[src/rtl/pkt_router_n.sv]
// Parametrised 1-to-NUM_PORTS packet router. Header-steered per-port FIFOs with
// whole-packet space reservation, bad-header drop and per-port timeout flush.
module pkt_router_n #(
   parameter int unsigned NUM_PORTS  = 4,
   parameter int unsigned DATA_WIDTH = 8,
   parameter int unsigned FIFO_DEPTH = 16,
   parameter int unsigned TIMEOUT    = 30
) (
   input  logic                            clock,
   input  logic                            reset,
   input  logic                            pkt_valid,
   input  logic [DATA_WIDTH-1:0]           data_in,
   output logic                            busy,
   input  logic [NUM_PORTS-1:0]            read_enb,
   output logic [NUM_PORTS*DATA_WIDTH-1:0] data_out,
   output logic [NUM_PORTS-1:0]            vld_out,
   output logic [NUM_PORTS-1:0]            soft_reset,
   output logic                            err,
   output logic                            drop
);
   localparam int unsigned ADDR_W = ($clog2(NUM_PORTS) > 1) ? $clog2(NUM_PORTS) : 1;
   localparam int unsigned LEN_W  = DATA_WIDTH - ADDR_W;
   localparam int unsigned PTR_W  = $clog2(FIFO_DEPTH);
   localparam int unsigned OCC_W  = PTR_W + 1;
   localparam int unsigned CMP_W  = ((LEN_W > OCC_W) ? LEN_W : OCC_W) + 2;
   localparam int unsigned TC_W   = $clog2(TIMEOUT + 1);

   typedef enum logic [2:0] {IDLE, WAIT_SPACE, LOAD, CHECK, DROP} state_t;
   state_t state_q, state_d;

   logic [DATA_WIDTH-1:0]           hdr_q, parity_acc_q;
   logic [LEN_W-1:0]                cnt_q;
   logic                            len_bad_q;
   logic                            busy_q, busy_d, err_q, err_d, drop_q, drop_d;

   logic [DATA_WIDTH-1:0]           mem_q [NUM_PORTS][FIFO_DEPTH];
   logic [PTR_W-1:0]                wr_ptr_q [NUM_PORTS];
   logic [PTR_W-1:0]                rd_ptr_q [NUM_PORTS];
   logic [OCC_W-1:0]                occ_q [NUM_PORTS];
   logic [TC_W-1:0]                 tcnt_q [NUM_PORTS];
   logic [NUM_PORTS*DATA_WIDTH-1:0] data_out_q;
   logic [NUM_PORTS-1:0]            soft_reset_q;

   logic [ADDR_W-1:0]               in_dest, dest_q, sel_dest;
   logic [LEN_W-1:0]                in_len, len_q, sel_len;
   logic [OCC_W-1:0]                occ_sel;
   logic                            dest_ok, fits, bad_hdr, wr_en;
   logic [DATA_WIDTH-1:0]           wr_data;
   logic [NUM_PORTS-1:0]            we, re, flush;

   assign in_dest  = data_in[ADDR_W-1:0];
   assign in_len   = data_in[DATA_WIDTH-1:ADDR_W];
   assign dest_q   = hdr_q[ADDR_W-1:0];
   assign len_q    = hdr_q[DATA_WIDTH-1:ADDR_W];
   assign sel_dest = (state_q == IDLE) ? in_dest : dest_q;
   assign sel_len  = (state_q == IDLE) ? in_len  : len_q;

   // Occupancy of the addressed port and validity of an incoming destination
   always_comb begin
      occ_sel = '0;
      dest_ok = 1'b0;
      for (int i = 0; i < NUM_PORTS; i++) begin
         if (sel_dest == ADDR_W'(i)) occ_sel = occ_q[i];
         if (in_dest == ADDR_W'(i))  dest_ok = 1'b1;
      end
   end

   // Space check ignores same-cycle reads; the whole packet must fit up front
   assign fits    = (CMP_W'(FIFO_DEPTH) - CMP_W'(occ_sel)) >= (CMP_W'(sel_len) + CMP_W'(2));
   assign bad_hdr = !dest_ok || ((CMP_W'(in_len) + CMP_W'(2)) > CMP_W'(FIFO_DEPTH));

   always_ff @(posedge clock or posedge reset) begin
      if (reset) state_q <= IDLE;
      else       state_q <= state_d;
   end

   always_comb begin
      state_d = state_q;
      unique case (state_q)
         IDLE:       if (pkt_valid) state_d = bad_hdr ? DROP : (fits ? LOAD : WAIT_SPACE);
         WAIT_SPACE: if (fits) state_d = LOAD;
         LOAD:       if (!pkt_valid) state_d = CHECK;
         CHECK:      state_d = IDLE;
         DROP:       if (!pkt_valid) state_d = IDLE;
         default:    state_d = IDLE;
      endcase
   end

   always_comb begin
      busy_d  = (state_d == WAIT_SPACE) || (state_d == CHECK);
      err_d   = 1'b0;
      drop_d  = 1'b0;
      wr_en   = 1'b0;
      wr_data = data_in;
      unique case (state_q)
         IDLE: begin
            drop_d = pkt_valid && bad_hdr;
            wr_en  = pkt_valid && !bad_hdr && fits;
         end
         WAIT_SPACE: begin
            wr_en   = fits;
            wr_data = hdr_q;
         end
         LOAD: begin
            wr_en = !pkt_valid || (cnt_q < len_q);
            err_d = !pkt_valid && ((parity_acc_q != data_in) || (cnt_q != len_q) || len_bad_q);
         end
         default: ;
      endcase
   end

   always_ff @(posedge clock or posedge reset) begin
      if (reset) begin
         hdr_q        <= '0;
         parity_acc_q <= '0;
         cnt_q        <= '0;
         len_bad_q    <= 1'b0;
         busy_q       <= 1'b0;
         err_q        <= 1'b0;
         drop_q       <= 1'b0;
      end else begin
         busy_q <= busy_d;
         err_q  <= err_d;
         drop_q <= drop_d;
         if (state_q == IDLE && pkt_valid) begin
            hdr_q        <= data_in;
            parity_acc_q <= data_in;
            cnt_q        <= '0;
            len_bad_q    <= 1'b0;
         end else if (state_q == LOAD && pkt_valid) begin
            if (cnt_q < len_q) begin
               parity_acc_q <= parity_acc_q ^ data_in;
               cnt_q        <= cnt_q + LEN_W'(1);
            end else begin
               len_bad_q <= 1'b1;
            end
         end
      end
   end

   // Flush is held off while the port is mid-packet; tcnt waits saturated
   always_comb begin
      we    = '0;
      re    = '0;
      flush = '0;
      for (int i = 0; i < NUM_PORTS; i++) begin
         we[i]    = wr_en && (sel_dest == ADDR_W'(i));
         flush[i] = (tcnt_q[i] == TC_W'(TIMEOUT)) &&
                    !(((state_q == LOAD) || (state_q == CHECK)) && (dest_q == ADDR_W'(i)));
         re[i]    = read_enb[i] && (occ_q[i] != '0) && !flush[i];
      end
   end

   always_ff @(posedge clock or posedge reset) begin
      if (reset) begin
         for (int i = 0; i < NUM_PORTS; i++) begin
            wr_ptr_q[i] <= '0;
            rd_ptr_q[i] <= '0;
            occ_q[i]    <= '0;
            tcnt_q[i]   <= '0;
         end
         data_out_q   <= '0;
         soft_reset_q <= '0;
      end else begin
         soft_reset_q <= flush;
         for (int i = 0; i < NUM_PORTS; i++) begin
            if (we[i]) wr_ptr_q[i] <= wr_ptr_q[i] + PTR_W'(1);
            if (flush[i]) begin
               rd_ptr_q[i] <= wr_ptr_q[i];
               occ_q[i]    <= OCC_W'(we[i]);
               tcnt_q[i]   <= '0;
            end else begin
               if (re[i]) begin
                  rd_ptr_q[i] <= rd_ptr_q[i] + PTR_W'(1);
                  data_out_q[i*DATA_WIDTH +: DATA_WIDTH] <= mem_q[i][rd_ptr_q[i]];
               end
               occ_q[i] <= occ_q[i] + OCC_W'(we[i]) - OCC_W'(re[i]);
               if ((occ_q[i] == '0) || read_enb[i])  tcnt_q[i] <= '0;
               else if (tcnt_q[i] != TC_W'(TIMEOUT)) tcnt_q[i] <= tcnt_q[i] + TC_W'(1);
            end
         end
      end
   end

   always_ff @(posedge clock) begin
      for (int i = 0; i < NUM_PORTS; i++)
         if (we[i]) mem_q[i][wr_ptr_q[i]] <= wr_data;
   end

   always_comb begin
      vld_out = '0;
      for (int i = 0; i < NUM_PORTS; i++) vld_out[i] = (occ_q[i] != '0);
   end

   assign busy       = busy_q;
   assign err        = err_q;
   assign drop       = drop_q;
   assign data_out   = data_out_q;
   assign soft_reset = soft_reset_q;
endmodule

[config.mk]
export PLATFORM = sky130hd
export DESIGN_NAME = pkt_router_n
export DESIGN_NICKNAME = d
export VERILOG_FILES = /design/src/rtl/pkt_router_n.sv
export SDC_FILE = /design/constraint.sdc
export NUM_CORES = 1
export LEC_CHECK = 0
export BUFFER_PORTS_ARGS = -buffer_cell sky130_fd_sc_hd__buf_2
export CAP_MARGIN = 0
export CORE_ASPECT_RATIO = 1.4
export CORE_MARGIN = 2
export CORE_UTILIZATION = 45
export DETAILED_ROUTE_END_ITERATION = 6
export PLACE_DENSITY_LB_ADDON = 0.2
export SYNTH_ARGS = -nofsm -noshare
export SYNTH_HDL_FRONTEND = slang
export SYNTH_SLANG_ARGS = --single-unit
[constraint.sdc]
create_clock -name clock -period 13.8 [get_ports clock]
set_clock_uncertainty 0.2 [all_clocks]
set_input_delay 2.76 -clock clock [delete_from_list [all_inputs] [get_ports clock]]
set_output_delay 2.76 -clock clock [all_outputs]
set_load 0.05 [all_outputs]
==> summary.md <==
• GR Util All Layers: 0.179
• total power per unit cell area: 209 nW/µm²
• start-to-end type of the worst setup path: input pin to flip-flop
• max-slew headroom at the worst pin: 0.216
• startpoint type of the worst setup path: input pin
• dominant register cell in the synthesized netlist: sky130_fd_sc_hd__edfxtp_1
• relative area change from synthesis to final layout: 11.9%
• library cells used by synthesis: 51
• buffer cell driving the clock tree root: sky130_fd_sc_hd__clkbuf_16
• simple-gate area share of the yosys netlist: 0.0532
• wire length of the first global-routing pass: 85200 µm
• number of enable flip-flop cells after synthesis: 512
• slowest cell delay on critical path: 0.73 ns
• critical path cell sequence: buf_2 -> mux2i_2 -> mux4_2 -> mux2i_1 -> ha_1 -> xnor2_1 -> ha_1 -> o21ai_0 -> o21ai_0 -> o211ai_1 -> a21oi_1 -> inv_1 -> o221ai_4 -> nand2_1 -> ha_1 -> inv_1 -> ha_1 -> inv_1 -> fa_1 -> inv_1 -> a21oi_1 -> nor2_1 -> or3_1 -> a21oi_1
• core box area: 60500 µm²
• nature of the critical path endpoint: flip-flop
• length of the first detailed-routing pass in iterations: 7
• final hold vios: 0
• IO buf count: 57
• number of antenna violations at the first check in global routing: 0
• clock tree from TritonCTS: done
• via count of the first global-routing pass: 14.0k
• compound-gate portion of the synthesized area: 0.0230
• final number of max-transition violations: 0
• least setup slack across all paths after layout: 5.87 ns
• largest net degree at the start of global routing: 78
• Die Span X: 213 µm
• largest voltage drop on the vdd net: 0.107 mV
• RSZ-0062 raised after global routing: no
• Mean Syn Cell Area: 17.5 µm²
• Max Cap Violations: 0
• top library cells by usage in the layout, fill and taps aside: 512 x sky130_fd_sc_hd__edfxtp_1, 167 x sky130_fd_sc_hd__mux4_2, 131 x sky130_fd_sc_hd__dfrtp_1, 108 x sky130_fd_sc_hd__nor2_1, 68 x sky130_fd_sc_hd__ha_1
• share of flip-flops with an asynchronous set or reset: 0.211
• net count of the mapped netlist: 1652
• CP max-delay cell: sky130_fd_sc_hd__o221ai_4
• remaining antenna violation count after routing: 0
• io pins: 58
• via count: 13.7k
• run status: completed
• die area: 62900 µm²
• Worst Setup Slack post-DPL: 5.32 ns
• number of diodes: 0
• post-synthesis mux area share: 0.165
• data arrival at the endpoint of the critical path: 8.24 ns
• post-route DRC violation count: 0
• CP required: 14.10 ns
• TritonCTS Buffers: 58
• starting utilization of the core area: 0.453
• proportion of synthesized chip area in sequential cells: 0.686
• post-synthesis xor/xnor area fraction: 0.0192
• transition time at the pin with the least slew margin: 1.18 ns
• detailed-placement wirelength estimate: 35100 µm
• time the final worst path needs with I/O delays and setup: 7.93 ns
• die height: 296 µm
• final global-route overflow total: 0
• final setup violation count: 0
• min-delay worst type: flip-flop to flip-flop
• number of placement rows: 107
• maximum clock frequency: 126 MHz
• number of design-rule violations left by the first detailed-router iteration: 1080
• sinks on the clock net: 649
• clock latency of the later-clocked register in the worst-skew pair: 0.62 ns
• most frequent standard cell in the layout excluding fill and tap cells: sky130_fd_sc_hd__edfxtp_1
• post-synth top area cell: sky130_fd_sc_hd__edfxtp_1
• largest fanout of any net on the critical path: 27
• overall routed net length: 54900 µm
• fill count: 4971
• mapped cell area: 27400 µm²
• flop and latch count out of synthesis: 649
• adder-cell share of the synthesized area: 0.0340
• share of the synthesized area in the top cell type: 0.561
• Yosys Warn Count: 0
• share of the cycle needed by the critical path after routing: 0.575
• share of post-route cells with drive strength above 1: 0.250
• Via-to-Cell Ratio: 5.49
• leakage power figure: 0.0107 µW
• design area: 30700 µm²
• area of placed instances: 28600 µm²
• Clock Path Buffers: 3
• number of H-tree branching levels: 2
• number of gates given a new drive strength after cts: 0
• post-synthesis cell count: 1565
• combinational family with the most area after synthesis: multiplexers
• fin nets: 1718
• Reg clk slew, reported paths: 0.06 ns
• hold bufs inserted after CTS: 0
• Post-CTS Setup Bufs: 0
• final RePlAce weighted congestion: 0.778
• Avg WL per Cell: 22.0 µm
• top post-synthesis cells by area: sky130_fd_sc_hd__edfxtp_1 56%, sky130_fd_sc_hd__mux4_2 14%, sky130_fd_sc_hd__dfrtp_1 13%
• Total Negative Setup Slacks: 0 ns
## stage by stage
| stage | hold WS (ns) | utilization | std cells | total power (µW) |
|---|---|---|---|---|
| floorplan | 0.254 | - | 1565 | 4230 |
| finish | 0.301 | 0.507 | 2498 | 6420 |
| CTS | 0.309 | 0.507 | 2498 | 6500 |
| global placement | 0.275 | 0.473 | 2388 | 4730 |
| detailed placement | 0.292 | 0.473 | 2388 | 4780 |
| global route | 0.322 | 0.507 | 2498 | 6760 |
## cell usage after synthesis (22+ instances only)
library cell,instances
sky130_fd_sc_hd__edfxtp_1,512
sky130_fd_sc_hd__mux4_2,167
sky130_fd_sc_hd__dfrtp_1,137
sky130_fd_sc_hd__nor2_1,108
sky130_fd_sc_hd__ha_1,68
sky130_fd_sc_hd__inv_1,60
sky130_fd_sc_hd__clkbuf_1,54
sky130_fd_sc_hd__nand2_1,53
sky130_fd_sc_hd__mux2_2,50
sky130_fd_sc_hd__o21ai_0,47
sky130_fd_sc_hd__nand3_1,46
sky130_fd_sc_hd__a21oi_1,36
sky130_fd_sc_hd__xnor2_1,35
sky130_fd_sc_hd__xor2_1,25
sky130_fd_sc_hd__buf_1,22
sky130_fd_sc_hd__nor3_1,22
## registers in the layout (all words and copies together) (netlist names), 8 cells and up
signal,count
hdr_q,8
wr_ptr_q,16
data_out,32
parity_acc_q,8
occ_q,20
rd_ptr_q,16
tcnt_q,20
mem_q,512
## final timing paths
kind | from | end | slack, ns | cells past startpoint
setup / recovery | data_in[1] | occ_q[4] | 5.87 | 24
max in group asynchronous | reset | rd_ptr_q[1] | 9.90 | 3
min in group asynchronous | reset | parity_acc_q[1] | 2.12 | 2
hold / removal | data_out[31] | data_out[31] | 0.30 | 1
hold reg to reg | data_out[31] | data_out[31] | 0.30 | 1
setup reg to reg | state_q[1] | occ_q[4] | 7.22 | 25
## critical path, delay by kind of cell
family	cells	cell delay, ns
AO/OA/AOI/OAI	7	1.63
XOR/XNOR	1	0.08
adder cells (fa/ha/maj)	5	1.28
buffers and inverters	5	0.44
multiplexers	3	1.37
AND/OR/NAND/NOR	3	0.68
## routing by layer
layer	global-route usage	routed length [µm]
met1	0.243	23700
met4	0.0449	1030
met3	0.0209	1990
met2	0.310	28200
met5	0	0
## kinds of logic (layout without fill, tap and decap cells)
group	Yosys count	count (layout)
muxes	233	233
and+or+nand+nor	300	300
AOI/OAI and AO/OA	111	111
DFF	649	649
xor gates and xnor gates	60	60
buffers and inverters	140	256
adders and majority gates	72	72
## where the power goes
| group | switching [µW] | internal [µW] |
|---|---|---|
| clock network | 714 | 1010 |
| logic | 1090 | 954 |
| registers | 280 | 2370 |
## area by class of cell
| class | count | area, µm² | share of cell area |
|---|---|---|---|
| Clock buffer | 73 | 1550 | 0.0505 |
| Inverter | 60 | 230 | 0.00751 |
| Multi-Input combinational cell | 776 | 8060 | 0.263 |
| Tap cell | 817 | 1020 | 0.0333 |
| Sequential cell | 649 | 18800 | 0.613 |
| Timing Repair Buffer | 86 | 503 | 0.0164 |
| Clock inverter | 37 | 502 | 0.0164 |
Note: power is estimated with default switching activity, not from simulation.
